File: config.mk
export PLATFORM = sky130hd
export DESIGN_NAME = add_serie_octets
export DESIGN_NICKNAME = d
export VERILOG_FILES = /design/src/rtl/add_pkg.sv /design/src/rtl/add_huit.sv /design/src/rtl/add_serie_octets.sv
export SDC_FILE = /design/constraint.sdc
export NUM_CORES = 1
export LEC_CHECK = 0
export ABC_AREA = 0
export CAP_MARGIN = 20
export CORE_MARGIN = 2
export CORE_UTILIZATION = 32
export DETAILED_ROUTE_END_ITERATION = 12
export GPL_TIMING_DRIVEN = 0
export PLACE_DENSITY = 0.58
export SLEW_MARGIN = 10
export SYNTH_ARGS = -nofsm -noshare
export SYNTH_HDL_FRONTEND = slang
export SYNTH_SLANG_ARGS = --single-unit
File: constraint.sdc
create_clock -name clk -period 5.3 [get_ports clk]
set_input_delay 1.06 -clock clk [delete_from_list [all_inputs] [get_ports clk]]
set_output_delay 1.06 -clock clk [all_outputs]
set_load 0.01 [all_outputs]
File: src/rtl/add_pkg.sv
// Shared definitions for the byte-serial adder: octet width and sequencing states.
package add_pkg;

    localparam int OCTET_W = 8;

    typedef enum logic {
        PREMIER = 1'b0,
        SUITE   = 1'b1
    } etat_t;

endpackage

File: src/rtl/add_huit.sv
// 8-bit ripple-carry adder; purely combinational datapath for the serial adder.
module add_huit
    import add_pkg::*;
(
    input  logic [OCTET_W-1:0] a,
    input  logic [OCTET_W-1:0] b,
    input  logic               rin,
    output logic [OCTET_W-1:0] s,
    output logic               rout
);

    always_comb begin
        logic carry;
        s     = '0;
        carry = rin;
        for (int unsigned i = 0; i < OCTET_W; i++) begin
            s[i]  = a[i] ^ b[i] ^ carry;
            carry = (a[i] & b[i]) | (carry & (a[i] ^ b[i]));
        end
        rout = carry;
    end

endmodule

File: src/rtl/add_serie_octets.sv
// Byte-serial multi-octet adder: LSB-first octet stream in, registered sum octet stream out,
// carry chained between beats through c_reg.
module add_serie_octets
    import add_pkg::*;
#(
    parameter int MAX_OCTETS = 4
) (
    input  logic               clk,
    input  logic               rst_n,
    input  logic               in_valid,
    output logic               in_ready,
    input  logic [OCTET_W-1:0] a_octet,
    input  logic [OCTET_W-1:0] b_octet,
    input  logic               rin,
    input  logic               in_last,
    output logic               out_valid,
    input  logic               out_ready,
    output logic [OCTET_W-1:0] s_octet,
    output logic               out_last,
    output logic               rout,
    output logic               err_long
);

    localparam int               IDX_W   = $clog2(MAX_OCTETS + 1);
    localparam logic [IDX_W-1:0] IDX_MAX = IDX_W'(MAX_OCTETS - 1);

    etat_t              etat_q, etat_d;
    logic [IDX_W-1:0]   idx_q;
    logic               c_reg;
    logic               carry_in;
    logic [OCTET_W-1:0] sum;
    logic               cout;
    logic               accept;
    logic               force_last;
    logic               last_eff;
    logic               rout_q;

    assign in_ready   = !out_valid || out_ready;
    assign accept     = in_valid && in_ready;
    // An overlong packet is cut at MAX_OCTETS; the cut beat behaves exactly like a real last.
    assign force_last = (idx_q == IDX_MAX) && !in_last;
    assign last_eff   = in_last || force_last;

    add_huit u_add (
        .a    (a_octet),
        .b    (b_octet),
        .rin  (carry_in),
        .s    (sum),
        .rout (cout)
    );

    always_ff @(posedge clk) begin
        if (!rst_n) begin
            etat_q <= PREMIER;
        end else begin
            etat_q <= etat_d;
        end
    end

    always_comb begin
        etat_d   = etat_q;
        carry_in = (etat_q == PREMIER) ? rin : c_reg;
        if (accept) begin
            etat_d = last_eff ? PREMIER : SUITE;
        end
    end

    always_ff @(posedge clk) begin
        if (!rst_n) begin
            out_valid <= 1'b0;
            s_octet   <= '0;
            out_last  <= 1'b0;
            rout_q    <= 1'b0;
            c_reg     <= 1'b0;
            idx_q     <= '0;
            err_long  <= 1'b0;
        end else begin
            if (accept) begin
                out_valid <= 1'b1;
                s_octet   <= sum;
                c_reg     <= cout;
                out_last  <= last_eff;
                rout_q    <= last_eff ? cout : 1'b0;
                idx_q     <= last_eff ? '0 : idx_q + 1'b1;
                if (force_last) begin
                    err_long <= 1'b1;
                end
            end else if (out_ready) begin
                out_valid <= 1'b0;
            end
        end
    end

    // Final carry is only presented alongside a valid last octet.
    assign rout = rout_q && out_valid && out_last;

endmodule

==> run summary, run 1 <==
status = complete, no violations
synth warn = 0
Max clock buf depth = 2
Synth Cell Area = 940 um^2
cts bufs inserted = 3
synthesized area per cell = 10.3 um^2
ANT nets after route = 0
DRT iter0 DRCs = 6
area of the multi-input gates = 534 um^2
count of state elements after synthesis = 17
floorplan row count = 19
Most used DFF post-synth = dfxtp_1
Worst R2R Setup Slack = 1250 ps
Finished Cell Area = 1340 um^2
Final Critical Period = 4780 ps
Largest register FFs = 8
Pleak = 0.572 nW
Area Growth Syn to Fin = 42.1%
Layout Nets = 161
hold endpoint = err_long
first drt pass iteration count = 4
largest area contributor in the synthesized netlist = dfxtp_1
FF-to-FF Start = etat_q
DIE AREA = 3390 um^2
Slew Limit Fails = 0
Core ar. = 2780 um^2
H-tree depth = 1
antenna violations before repair = 0
Post-Route WL = 2.07 mm
FFs w/ async S/R, synth = 0
starting density of the core = 0.338
Mapped Cells = 91
biggest regs = s_octet (8), idx_q (3)
Fin Setup TNS = 0 ps
DRC viols = 0
Vias per Instance = 4.86
Largest Register = s_octet
DP Area = 1310 um^2
WP buf/inv = 4
CTS tree = built
first-pass GRT wire length = 3.39 mm
Required @ worst endpoint = 5540 ps
Synth top area share = 0.362
hold crit path type = flip-flop to flip-flop
Hold Crit Depth = 2
FF-to-FF path depth = 14
Reg clk slew, reported paths = 100 ps
Root Buffer Master = clkbuf_4
Ports = 35
CP Cell Sequence = clkdlybuf4s50_1, mux2_2, fa_1, fa_1, fa_1, fa_1, fa_1, inv_1, fa_1, inv_1, fa_1, inv_1, fa_1, nand3_1, o211a_1
Post-Syn Nets = 123
Post-synth top cells = dfxtp_1 (17), nand2_1 (16), fa_1 (8), inv_1 (8), mux2i_1 (8)
WL per Instance = 13.0 um
Largest stage delay, worst path = 410 ps
Max Clk Rate = 209 MHz
worst skew pair latency = 290 ps
Die X-Extent = 58.2 um
Data arrival, critical path = 5030 ps
crit path max-delay cell type = fa_1
peak supply drop = 107 uV
Buffers on Ports = 33
Unique masters post-synth = 24
vias after detailed routing = 772
routability cong. = 0.754
layout cells sized above 1 = 0.109
Reg area = 340 um^2
total grt overflow = 0
Rel. slew slack = 0.744
GRT Resource Usage Total = 0.136
CTS Sinks = 17
Final Cycle Share = 0.902
number of global-route vias before repair = 731
worst-path maximum fanout = 1
Post-synth EDFFs = 0
hold_buf cts = 0
CP top delay family = adder cells
Worst Tran Pin Value = 383 ps
hold_sp = err_long
RSZ-0062 raised after global routing = no
Worst Setup Start Kind = input pin
Post-CTS Setup Inserts = 0
fill count = 285
cts repair resizes = 0
pin count of the biggest net entering global routing = 11
# Max-Cap Violations = 0
crit path launch = rin
DP HPWL = 1.55 mm
final setup vio count = 0
clk_skew = 5.23 ps
crit end category = flip-flop
Fin. Hold Viols = 0
register area share after synthesis = 0.362
Reg-to-Reg End = s_octet[7]
Pwr Density = 221 nW/um^2
n_diodes = 0
Setup CP Type = input pin to flip-flop
largest cells by area after synthesis = dfxtp_1 (36%), fa_1 (17%), mux2i_1 (8.5%)
cell repeated most along the worst path = fa_1
chip height = 58.2 um
most common cell in the netlist = dfxtp_1
[through the flow]
step	hold WS (ps)	setup slack [ps]	utilization	total power [mW]	cells
finish	458	518	0.480	0.295	159
global route	485	349	0.480	0.313	159
CTS	466	475	0.480	0.299	159
detailed placement	441	168	0.471	0.227	155
global placement	439	251	0.471	0.225	155
floorplan	431	788	-	0.184	91
[cell type report]
| cell class | count | area share |
|---|---|---|
| Timing Repair Buffer | 33 | 0.247 |
| Inverter | 10 | 0.0291 |
| Buffer | 4 | 0.0197 |
| Tap cell | 31 | 0.0291 |
| Clock buffer | 4 | 0.0197 |
| Multi-Input combinational cell | 60 | 0.400 |
| Sequential cell | 17 | 0.255 |
[cells by family after synthesis]
logic type,after synthesis,synth area share
AOI/OAI and AO/OA,12,0.0945
adders and majority gates,10,0.197
buffers and inverters,14,0.0692
DFF,17,0.362
muxes,9,0.0972
and+or+nand+nor,29,0.180
[worst register-to-register path: stages (launching register included)]
cell,delay [ps]
dfxtp_1,350
mux2_2,350
fa_1,380
fa_1,390
fa_1,400
fa_1,390
fa_1,370
inv_1,80
fa_1,170
inv_1,60
fa_1,350
inv_1,70
fa_1,410
nand3_1,90
o211a_1,140
[how the worst max path moves through the flow]
| stage | depth (start not counted) | endpoint | slack, ps |
|---|---|---|---|
| 3_3_place_gp | 15 | s_octet[7] | 250 |
| 5_1_grt | 15 | s_octet[7] | 350 |
| 6_report | 15 | s_octet[7] | 520 |
| 4_1_cts | 15 | s_octet[7] | 480 |
| 2_1_floorplan | 14 | s_octet[7] | 790 |
| 3_5_place_dp | 15 | s_octet[7] | 170 |
[report_power, final]
group	switching (mW)	internal [mW]	total, mW
clock network	0.0421	0.0293	0.0714
registers	0.00514	0.138	0.143
logic	0.0348	0.0457	0.0806
total	0.0821	0.213	0.295
[per-layer routing]
layer,routed length [um],vias up,track usage,share of wire
li1,-,374,-,-
met1,894,378,0.160,0.43
met2,1070,16,0.231,0.52
met3,67,4,0.0290,0.032
met4,37,0,0.0698,0.018
met5,0,-,0,0
[cell usage in the layout, fill, tap and decap left out, types with 2 or more instances in the layout]
cell / instances
buf_2: 3
nand2_1: 16
dfxtp_1: 17
a21boi_0: 4
nand4b_1: 2
inv_1: 8
nand3_1: 4
fa_1: 8
clkbuf_4: 3
mux2i_1: 8
ha_1: 2
o211a_1: 3
o21ai_0: 4
clkdlybuf4s50_1: 33
Power figures use the tool's default switching activity.
==> run 2: changes to the inputs <==
--- a/config.mk
+++ b/config.mk
@@ -8,10 +8,11 @@
 export ABC_AREA = 0
 export CAP_MARGIN = 20
 export CORE_MARGIN = 2
-export CORE_UTILIZATION = 32
+export CORE_UTILIZATION = 43
+export CTS_BUF_LIST = sky130_fd_sc_hd__clkbuf_4 sky130_fd_sc_hd__clkbuf_8 sky130_fd_sc_hd__clkbuf_16
 export DETAILED_ROUTE_END_ITERATION = 12
 export GPL_TIMING_DRIVEN = 0
-export PLACE_DENSITY = 0.58
+export PLACE_DENSITY = 0.75
 export SLEW_MARGIN = 10
 export SYNTH_ARGS = -nofsm -noshare
 export SYNTH_HDL_FRONTEND = slang
==> run 2 against run 1 <==
Against the previous run:
- utilization increased by 19 points
- global-route usage increased by 4.5 points
- maximum frequency shrank 0.93%
==> run summary, run 2 (synthesis gave the netlist of run 1 again) <==
status = complete, no violations
commonest non-fill, non-tap cell in the layout = clkdlybuf4s50_1
clk_skew = 5.52 ps (+0.293 ps)
met3 Usage GRT = 0.0179 (-0.0112)
GRT Resource Usage Total = 0.181 (+0.0449)
worst-path maximum fanout = 1 (unchanged)
DP Area = 1300 um^2 (-0.38%)
Required @ worst endpoint = 5530 ps (about the same)
peak supply drop = 120 uV (+12%)
biggest regs = s_octet (8), idx_q (3)
Largest Register = s_octet
Finished Cell Area = 1330 um^2 (about the same)
Top Usage Layer GRT = met2
crit path max-delay cell type = fa_1
Pwr Density = 224 nW/um^2 (+1.4%)
pin count of the biggest net entering global routing = 11 (unchanged)
starting density of the core = 0.469 (+0.132)
# Max-Cap Violations = 0 (unchanged)
Clk network pwr share = 0.247 (+0.005)
n_diodes = 0 (unchanged)
Max clock buf depth = 2 (unchanged)
Rel. slew slack = 0.764 (+0.0202)
CP top delay family = adder cells
Largest stage delay, worst path = 420 ps (about the same)
Worst Tran Pin Value = 353 ps (-30.2 ps)
Reg clk slew, reported paths = 100 ps (about the same)
hold_buf cts = 0 (unchanged)
most frequent cells in the layout = clkdlybuf4s50_1 (33), dfxtp_1 (17), nand2_1 (16)
crit end category = flip-flop
ANT nets after route = 0 (unchanged)
internal power = 0.218 mW (+2.7%)
Slew Limit Fails = 0 (unchanged)
Post-CTS Setup Inserts = 0 (unchanged)
Seq pwr share = 0.478 (-0.006)
Die X-Extent = 50.7 um (-13%)
Core ar. = 2000 um^2 (-28%)
vias after detailed routing = 755 (-2.2%)
Switching Share = 0.269 (-0.00953)
Final Critical Period = 4830 ps (+44.7 ps)
Final Cycle Share = 0.911 (+0.00843)
DIE AREA = 2580 um^2 (-24%)
H-tree depth = 1 (unchanged)
Fin. Hold Viols = 0 (unchanged)
DP HPWL = 1.63 mm (+5.4%)
combinational power share = 0.275 (+0.002)
chip height = 50.7 um (-13%)
Setup CP Type = input pin to flip-flop
Vias per Instance = 4.87 (+0.32%)
Ports = 35 (unchanged)
cts bufs inserted = 3 (unchanged)
cell repeated most along the worst path = fa_1
cts repair resizes = 0 (unchanged)
Root Buffer Master = clkbuf_4
floorplan row count = 16 (-3)
Pleak = 0.575 nW (+0.60%)
DRC viols = 0 (unchanged)
routability cong. = 0.751 (-0.46%)
number of global-route vias before repair = 828 (+13%)
Fin Setup TNS = 0 ps (unchanged)
Final Util = 0.666 (+0.186)
Post-Route WL = 2.04 mm (-1.3%)
first-pass GRT wire length = 3.49 mm (+3.1%)
Area Growth Syn to Fin = 41.9% (about the same)
final setup vio count = 0 (unchanged)
hold crit path type = flip-flop to flip-flop
Layout Nets = 161 (unchanged)
CTS Sinks = 17 (unchanged)
layout cells sized above 1 = 0.117 (+0.00781)
Worst Slack Setup Final = 474 ps (-44.7 ps)
CP Cell Sequence = clkdlybuf4s50_1, mux2_2, fa_1, fa_1, fa_1, fa_1, fa_1, inv_1, fa_1, inv_1, fa_1, inv_1, fa_1, nand3_1, o211a_1
Worst Setup Start Kind = input pin
first drt pass iteration count = 2 (-2)
met2 usage in global routing = 0.344 (+0.114)
CTS tree = built
DRT iter0 DRCs = 5 (-1)
RSZ-0062 raised after global routing = no
Max Clk Rate = 207 MHz (-0.93%)
antenna violations before repair = 0 (unchanged)
Data arrival, critical path = 5060 ps (+30 ps)
GRT met1 Usage = 0.204 (+0.0438)
Largest register FFs = 8 (unchanged)
NetSw = 0.0803 mW (-2.1%)
WP buf/inv = 4 (unchanged)
DP Worst Slack = 97.2 ps (-70.6 ps)
Buffers on Ports = 33 (unchanged)
worst skew pair latency = 290 ps (about the same)
hold slack = 466 ps (+7.38 ps)
total grt overflow = 0 (unchanged)
WL per Instance = 13.2 um (+1.2%)
## run 2: cell count changes in the layout (fill, tap and decap cells not counted)
cell | previous run | this run
clkbuf_1 | 1 | 0
clkbuf_4 | 3 | 4
## run 2: stage by stage
step / cells / total power [mW]
2_1_floorplan: 91 / 0.184
3_3_place_gp: 151 / 0.224
3_5_place_dp: 151 / 0.228
4_1_cts: 155 / 0.301
5_1_grt: 155 / 0.317
6_report: 155 / 0.299
## run 2: worst paths after layout
path / startpoint / endpoint / slack [ps] / depth (start not counted)
setup / recovery: rin / s_octet[7] / 470 / 15
setup reg to reg: etat_q / s_octet[7] / 1230 / 14
hold reg to reg: s_octet[4] / s_octet[4] / 470 / 2
hold / removal: s_octet[4] / s_octet[4] / 470 / 2
## run 2: metal layers
metal  share of wire  vias up
li1                -      374
met1            0.41      358
met2            0.55       21
met3           0.032        2
met4          0.0069        0
met5               0        -
## run 2: final cells by class
type	count	area [um^2]
multi-input cells	60	534
inverters	10	38.8
clock buffers	4	30.0
repair buffers	33	330
plain buffers	4	26.3
fillers	167	668
well taps	27	33.8
flip-flops and latches	17	340
## run 2: power groups by stage
| stage | Sequential [mW] | Clock, mW | Combinational [mW] |
|---|---|---|---|
| floorplan | 0.149 | 0 | 0.0356 |
| global placement | 0.145 | 0 | 0.0792 |
| detailed placement | 0.146 | 0 | 0.0825 |
| CTS | 0.143 | 0.0749 | 0.0831 |
| global route | 0.144 | 0.0825 | 0.0907 |
| finish | 0.143 | 0.0737 | 0.0821 |
## run 2: worst min-delay path, delay by kind of cell (launching register included)
kind | cells | cell delay, ps
DFF | 1 | 320
muxes | 1 | 60
and+or+nand+nor | 1 | 50
==> run 3: changes to the inputs <==
--- a/config.mk
+++ b/config.mk
@@ -13,6 +13,7 @@
 export DETAILED_ROUTE_END_ITERATION = 12
 export GPL_TIMING_DRIVEN = 0
 export PLACE_DENSITY = 0.75
+export RECOVER_POWER = 100
 export SLEW_MARGIN = 10
 export SYNTH_ARGS = -nofsm -noshare
 export SYNTH_HDL_FRONTEND = slang
==> run 3 against run 2 <==
Against the previous run:
- worst hold slack worse by 3.3 ps
- register-to-register slack about the same
- sequential cell count stayed put
- via count fell by 0.13%
- clock skew grew 0.73 ps
- routed wire length shrank 0.44%
- total power shrank 1.9%
- cell count stayed put
- maximum frequency shrank 2.9%
- critical path type unchanged
- critical endpoint unchanged
==> run summary, run 3 (synthesis gave the netlist of run 1 again) <==
status = complete, no violations
Inst Count DP = 151 (unchanged)
most frequent cells in the layout = clkdlybuf4s50_1 (18), dfxtp_1 (17), nand2_1 (16)
Ports = 35 (unchanged)
DP HPWL = 1.63 mm (unchanged)
worst skew pair latency = 290 ps (about the same)
# Max-Cap Violations = 0 (unchanged)
Core ar. = 2000 um^2 (unchanged)
Post-Route WL = 2.03 mm (-0.44%)
vias after detailed routing = 754 (-0.13%)
Buffers on Ports = 33 (unchanged)
CTS tree = built
metal1 wirelength = 821 um (-2.6%)
Data arrival, critical path = 5200 ps (+140 ps)
biggest regs = s_octet (8), idx_q (3)
number of global-route vias before repair = 828 (unchanged)
cts bufs inserted = 3 (unchanged)
Pleak = 0.592 nW (+2.8%)
Slew Limit Fails = 0 (unchanged)
hold_buf cts = 0 (unchanged)
Reg clk slew, reported paths = 100 ps (about the same)
Largest register FFs = 8 (unchanged)
Post-CTS Setup Inserts = 0 (unchanged)
Clk network pwr share = 0.253 (+0.006)
Largest stage delay, worst path = 530 ps (+110 ps)
clk_skew = 6.25 ps (+0.725 ps)
Layout Nets = 161 (unchanged)
commonest non-fill, non-tap cell in the layout = clkdlybuf4s50_1
Switching Share = 0.270 (+0.000957)
fill count = 167 (unchanged)
Fin Setup TNS = 0 ps (unchanged)
first drt pass iteration count = 4 (+2)
Largest Register = s_octet
met2 wire len = 1.10 mm (-1.7%)
worst-path maximum fanout = 1 (unchanged)
antenna violations before repair = 0 (unchanged)
Setup CP Type = input pin to flip-flop
ANT nets after route = 0 (unchanged)
layout cells sized above 1 = 0.0938 (-0.0234)
WL per Instance = 13.1 um (-0.44%)
Root Buffer Master = clkbuf_4
Vias per Instance = 4.86 (-0.13%)
DIE AREA = 2580 um^2 (unchanged)
Seq pwr share = 0.486 (+0.008)
highest routed metal layer = met4
Rel. slew slack = 0.350 (-0.414)
cts repair resizes = 0 (unchanged)
Final Critical Period = 4970 ps (+143 ps)
total grt overflow = 0 (unchanged)
Area Growth Syn to Fin = 38.7%
Max Clk Rate = 201 MHz (-2.9%)
cell repeated most along the worst path = fa_1
Final Cycle Share = 0.938 (+0.0270)
H-tree depth = 1 (unchanged)
post-route insts no fill = 155 (unchanged)
crit path max-delay cell type = dlygate4sd3_1
first-pass GRT wire length = 3.49 mm (unchanged)
Pwr Density = 225 nW/um^2 (+0.35%)
Required @ worst endpoint = 5530 ps (about the same)
chip height = 50.7 um (unchanged)
Worst Tran Pin Value = 971 ps (+618 ps)
crit end category = flip-flop
combinational power share = 0.260 (-0.015)
Fin. Hold Viols = 0 (unchanged)
pin count of the biggest net entering global routing = 11 (unchanged)
internal power = 0.214 mW (-2.0%)
RSZ-0062 raised after global routing = no
routability cong. = 0.751 (unchanged)
n_diodes = 0 (unchanged)
DRC viols = 0 (unchanged)
DRT iter0 DRCs = 5 (unchanged)
peak supply drop = 119 uV (-0.98%)
Max clock buf depth = 2 (unchanged)
hold crit path type = flip-flop to flip-flop
CP Cell Sequence = dlygate4sd3_1, mux2_2, fa_1, fa_1, fa_1, fa_1, fa_1, inv_1, fa_1, inv_1, fa_1, inv_1, fa_1, nand3_1, o211a_1
NetSw = 0.0790 mW (-1.6%)
Die X-Extent = 50.7 um (unchanged)
GRT Resource Usage Total = 0.181 (unchanged)
final setup vio count = 0 (unchanged)
Worst Setup Start Kind = input pin
starting density of the core = 0.469 (unchanged)
CTS Sinks = 17 (unchanged)
floorplan row count = 16 (unchanged)
WL met3 = 82 um (+24%)
[run 3: worst paths after layout]
path                   start  depth (start not counted)          to  slack [ps]
hold reg to reg   s_octet[4]                          2  s_octet[4]         460
setup reg to reg      etat_q                         14  s_octet[7]        1220
setup / recovery         rin                         15  s_octet[7]         330
hold / removal    s_octet[4]                          2  s_octet[4]         460
[run 3: metal layers]
metal	up-vias	GRT usage
met5	-	0
met4	0	0.0676
met3	5	0.0179
met2	26	0.344
met1	350	0.204
li1	373	-
[run 3: through the flow]
step           power (mW)  setup slack, ps  cell area, um^2   util  hold slack [ps]
2_1_floorplan       0.184              788              940      -              431
3_3_place_gp        0.224              267             1300  0.651              439
3_5_place_dp        0.228             97.2             1300  0.651              456
4_1_cts             0.301              417             1330  0.666              470
5_1_grt             0.311              182             1300  0.651              486
6_report            0.293              331             1300  0.651              462
[run 3: power groups by stage]
stage | sequential, mW | clock (mW) | combinational [mW]
floorplan | 0.149 | 0 | 0.0356
global placement | 0.145 | 0 | 0.0792
detailed placement | 0.146 | 0 | 0.0825
CTS | 0.143 | 0.0749 | 0.0831
global route | 0.144 | 0.0825 | 0.0850
finish | 0.142 | 0.0742 | 0.0763
[run 3: final cells by class]
cell class	instances	area, um^2	share of cell area
flip-flops and latches	17	340	0.261
well taps	27	33.8	0.0259
repair buffers	33	330	0.253
clock buffers	4	30.0	0.0230
inverters	10	38.8	0.0298
multi-input cells	60	512	0.393
plain buffers	4	18.8	0.0144
[run 3: critical path: cells and delay by family]
| kind | cells | cell delay (ps) |
|---|---|---|
| fa+ha+maj | 8 | 2870 |
| buf+inv | 4 | 740 |
| mux | 1 | 270 |
| compound gates | 1 | 150 |
| simple gates | 1 | 100 |
